## config.mk

```make
export PLATFORM = sky130hd
export DESIGN_NAME = uart_rx_fifo
export DESIGN_NICKNAME = d
export VERILOG_FILES = /design/src/rtl/uart_pkg.sv /design/src/rtl/uart_rx_fifo.sv
export SDC_FILE = /design/constraint.sdc
export NUM_CORES = 1
export LEC_CHECK = 0
export BUFFER_PORTS_ARGS = -buffer_cell sky130_fd_sc_hd__buf_2
export CORE_AREA = 2 2 126 128
export DETAILED_ROUTE_END_ITERATION = 6
export DIE_AREA = 0 0 128 130
export GPL_ROUTABILITY_DRIVEN = 0
export PLACE_DENSITY = 0.7
export SETUP_SLACK_MARGIN = 0.4
export SKIP_LAST_GASP = 1
export SLEW_MARGIN = 5
export SYNTH_ARGS = -nofsm -noshare
export SYNTH_HDL_FRONTEND = slang
export SYNTH_SLANG_ARGS = --single-unit
```

## constraint.sdc

```tcl
create_clock -name clk -period 5.8 [get_ports clk]
set_input_delay 1.16 -clock clk [delete_from_list [all_inputs] [get_ports clk]]
set_output_delay 1.16 -clock clk [all_outputs]
set_load 0.005 [all_outputs]
```

## src/rtl/uart_pkg.sv

```systemverilog
// Shared UART constants: data width, RX FIFO defaults and the status bit map
// that the MMIO block uses to pack empty/full/afull into its status register.
package uart_pkg;

  localparam int UART_DATA_W        = 8;
  localparam int UART_RX_FIFO_DEPTH = 16;
  localparam int UART_RX_FIFO_AFULL = 12;

  typedef enum logic [1:0] {
    ST_EMPTY = 2'd0,
    ST_FULL  = 2'd1,
    ST_AFULL = 2'd2
  } uart_st_bit_e;

endpackage

```

## src/rtl/uart_rx_fifo.sv

```systemverilog
// First-word-fall-through RX byte FIFO with fill level and status flags.
// Define UART_RX_FIFO_HWM_EN to make max_level track the high-water mark.
module uart_rx_fifo
  import uart_pkg::*;
#(
  parameter int DEPTH       = UART_RX_FIFO_DEPTH,
  parameter int DATA_W      = UART_DATA_W,
  parameter int AFULL_LEVEL = UART_RX_FIFO_AFULL
) (
  input  logic                     clk,
  input  logic                     rst_n,
  input  logic                     flush,
  input  logic                     in_valid,
  output logic                     in_ready,
  input  logic [DATA_W-1:0]        in_data,
  output logic                     out_valid,
  input  logic                     out_ready,
  output logic [DATA_W-1:0]        out_data,
  output logic [$clog2(DEPTH):0]   count,
  output logic                     empty,
  output logic                     full,
  output logic                     afull,
  output logic [$clog2(DEPTH):0]   max_level
);

  localparam int ADDR_W = $clog2(DEPTH);
  localparam int CNT_W  = ADDR_W + 1;

  logic [DATA_W-1:0] mem [DEPTH];
  logic [ADDR_W-1:0] wr_ptr, rd_ptr;
  logic [CNT_W-1:0]  count_nxt;
  logic              push, pop;

  // Flags decode only the registered count, so ready/valid never see
  // a combinational path from the opposite side of the stream.
  assign empty     = (count == '0);
  assign full      = (count == CNT_W'(DEPTH));
  assign afull     = (count >= CNT_W'(AFULL_LEVEL));
  assign in_ready  = !full;
  assign out_valid = !empty;
  assign out_data  = mem[rd_ptr];

  assign push = in_valid && in_ready;
  assign pop  = out_valid && out_ready;

  always_comb begin
    count_nxt = count;
    if (flush)
      count_nxt = '0;
    else
      count_nxt = count + CNT_W'(push) - CNT_W'(pop);
  end

  always_ff @(posedge clk or negedge rst_n) begin
    if (!rst_n) begin
      wr_ptr <= '0;
      rd_ptr <= '0;
      count  <= '0;
      for (int i = 0; i < DEPTH; i++) mem[i] <= '0;
    end else begin
      count <= count_nxt;
      if (flush) begin
        wr_ptr <= '0;
        rd_ptr <= '0;
      end else begin
        if (push) begin
          mem[wr_ptr] <= in_data;
          wr_ptr      <= wr_ptr + ADDR_W'(1);
        end
        if (pop) rd_ptr <= rd_ptr + ADDR_W'(1);
      end
    end
  end

`ifdef UART_RX_FIFO_HWM_EN
  // count_nxt never exceeds DEPTH, so the mark saturates there by construction.
  always_ff @(posedge clk or negedge rst_n) begin
    if (!rst_n)
      max_level <= '0;
    else if (flush)
      max_level <= '0;
    else if (count_nxt > max_level)
      max_level <= count_nxt;
  end
`else
  assign max_level = '0;
`endif

endmodule

```

==> impl_results.md <==
* Share of cells above drive strength 1 at 43.4%
* Reg-to-reg slack, setup at 2.62 ns
* H-tree depth at 4
* Status: completed
* Post-CTS setup buffer count at 0
* Die area at 16600 um^2
* Fmax at 244 MHz
* Worst Clk Skew at 0.00782 ns
* Psw at 891 uW
* Worst relative slew slack at 23.5%
* Most frequent cells after synthesis: dfrtp_1 (141), mux2_2 (96), mux2i_1 (33)
* Wire length per cell at 20.6 um
* Initial core utilization at 45.7%
* First-pass GRT wire length at 23700 um
* Clock power share at 33.5%
* Count leader, synth: dfrtp_1
* Synth Area in Simple Gates at 6.40%
* Hold_buf cts at 0
* Worst Tran Pin Value at 1.14 ns
* Post-CTS sizing at 0
* Netlist area before placement at 7060 um^2
* Port bufs at 30
* Synth cell types at 41
* Leak at 3.67 nW
* Root Driver: clkbuf_16
* Worst Setup EP: out_data[3]
* TritonCTS Buffers at 17
* Switch share at 29.4%
* Vias per cell at 5.62
* DR iter-0 viols at 219
* WP data arrival at 2.94 ns
* Core area at 15400 um^2
* Seq cells post-synth at 141
* Synth Flop Type: dfrtp_1
* FP Rows at 46
* Reg-to-Reg Start: count[2]$_DFF_PN0_
* Flop pwr share at 41.9%
* Hold Path Cell Cnt at 1
* Peak VDD IR at 0.260 mV
* RSZ-0062 raised after global routing: false
* Ys async rst share at 100%
* Synth top area cells: dfrtp_1 (50%), mux2_2 (15%), mux2_4 (6.8%)
* PwrDens at 389 nW/um^2
* Worst Path Max Fanout at 20
* Worst hold path type: reg -> reg
* DRT Wirelength at 14600 um
* Number of antenna diodes at 0
* Mean post-synth cell area at 14.5 um^2
* Detailed-route DRC error count at 0
* Final hold violations at 0
* Number of synthesized flops with an enable pin at 0
* Synth-to-Final Area Change at 10.7%
* Grt ovf at 0
* Bufs on Longest Clock Path at 2
* Adder-Cell Fraction of Synth Area at 2.59%
* Setup CP Type: reg -> out
* DP Area at 7250 um^2
* Sinks on Clock Net at 141
* Synth Area in Compound Gates at 3.97%
* Die Ht at 130 um
* Total track usage at 19.0%
* # nets final at 532
* Number of global-route vias before repair at 4256
* Antenna violations before repair at 0
* Ys Warns at 0
* CP Launch Type: register
* Max-slew violation count at 0
* Sequential share of the synthesized area at 50.0%
* Post-Syn Instances at 488
* Worst R2R Path Depth at 14
* Max Cap Viol at 0
* CTS tree: done
* Pint at 2.15 mW
* Clk_lat worst skew at 0.42 ns
* Remaining antenna violation count at 0
* Final setup vio count at 0
* Yosys top cell by area: dfrtp_1
* Die X at 128 um
* Worst Path Required at 4.64 ns
* Total Power at 3.04 mW
* Worst Setup End Kind: output port
* Vias at 3988
* Post-detail-place hpwl at 9740 um
* Reg clk slew, reported paths at 0.05 ns
* I/O pin count at 36
* Period utilisation layout at 70.6%
* Crit path from: rd_ptr[1]$_DFFE_PN0P_
* Synth top area share at 50.0%
* Setup TNS at 0 ns
* Post-synthesis xor/xnor area fraction at 0.993%
* Pre-antenna DRT Iters at 4
* Comb pwr share at 24.5%
* Largest family of logic cells by synthesized area: multiplexers
* Mux cell area share after synthesis at 31.9%
* Reg2reg end: count[4]$_DFF_PN0_
* Pin count of the biggest net entering global routing at 93
* Final min period at 4.10 ns
* Post-layout instance area at 7810 um^2
-- layout make-up --
cell class,instances,area [um^2]
repair buffers,32,171
clock inverters,11,93.8
inverters,15,56.3
clock buffers,21,460
multi-input cells,298,3260
fillers,1299,7620
flip-flops and latches,141,3530
well taps,192,240
-- layer usage --
| layer | share of wire (%) | wire (um) | global-route usage [%] |
|---|---|---|---|
| met5 | 0 | 0 | 0 |
| met4 | 1.9 | 271 | 7.63 |
| met3 | 3.1 | 453 | 4.18 |
| met2 | 50 | 7320 | 31.6 |
| met1 | 45 | 6570 | 24.4 |
-- worst min path at each step --
stage                                    start              endpoint  slack [ns]
after floorplan            mem[40]$_DFFE_PN0P_   mem[40]$_DFFE_PN0P_        0.47
final                      mem[43]$_DFFE_PN0P_   mem[43]$_DFFE_PN0P_        0.50
after global routing      mem[108]$_DFFE_PN0P_  mem[108]$_DFFE_PN0P_        0.51
after global placement    mem[101]$_DFFE_PN0P_  mem[101]$_DFFE_PN0P_        0.48
after CTS                  mem[43]$_DFFE_PN0P_   mem[43]$_DFFE_PN0P_        0.50
after detailed placement  mem[105]$_DFFE_PN0P_  mem[105]$_DFFE_PN0P_        0.49
-- state kept, by name, indices dropped and copies added, names as in the netlist --
name and cells:
mem 128, count 5, rd_ptr 4, wr_ptr 4
-- worst max-delay path: stages, from the launching register on --
cell,delay (ns)
dfrtp_1,0.69
nor2b_1,1.02
a221oi_1,0.29
o21ai_0,0.24
nand2_1,0.13
buf_2,0.15
-- cell usage in the layout, fill, tap and decap left out, types with 2 or more instances in the layout --
cell type / Yosys / final
clkinv_2: 0 / 5
nor2b_1: 2 / 2
dfrtp_1: 141 / 140
clkbuf_8: 0 / 2
nand3_4: 7 / 7
nor3b_4: 2 / 2
nand2_1: 10 / 10
buf_4: 7 / 2
mux2_4: 32 / 32
xnor2_1: 3 / 3
conb_1: 1 / 5
nand3_1: 4 / 4
xor2_1: 5 / 5
buf_2: 10 / 29
a221oi_1: 16 / 16
nor3_1: 3 / 3
mux4_2: 16 / 16
mux2i_1: 33 / 33
clkbuf_1: 15 / 2
ha_1: 13 / 13
and3_4: 2 / 2
o21ai_0: 8 / 8
nand3_2: 5 / 5
mux2_2: 96 / 96
a21oi_1: 3 / 3
clkbuf_16: 0 / 17
and3_1: 3 / 3
a22oi_1: 8 / 8
inv_1: 14 / 14
nor2_1: 11 / 11
clkinvlp_4: 0 / 4
-- logic make-up after synthesis --
| kind of cell | Yosys count |
|---|---|
| XOR/XNOR | 8 |
| adder cells (fa/ha/maj) | 14 |
| multiplexers | 177 |
| other | 1 |
| AND/OR/NAND/NOR | 56 |
| buffers and inverters | 53 |
| AO/OA/AOI/OAI | 38 |
| flip-flops | 141 |
-- metrics by stage --
step	hold WS [ns]	worst slack, ns	util [%]	instances
floorplan	0.474	2.68	-	492
global placement	0.482	2.16	47.0	678
detailed placement	0.488	2.13	47.0	678
CTS	0.501	1.67	50.6	710
global route	0.510	1.51	50.6	710
finish	0.498	1.70	50.6	710
-- power groups by stage --
| stage | clock (mW) | sequential (mW) | combinational, mW |
|---|---|---|---|
| after floorplan | 0 | 1.20 | 0.618 |
| after global placement | 0 | 1.28 | 0.723 |
| after detailed placement | 0 | 1.29 | 0.747 |
| after CTS | 1.03 | 1.27 | 0.752 |
| after global routing | 1.08 | 1.30 | 0.811 |
| final | 1.02 | 1.27 | 0.745 |
No activity file was read; power rests on OpenSTA's default activity.
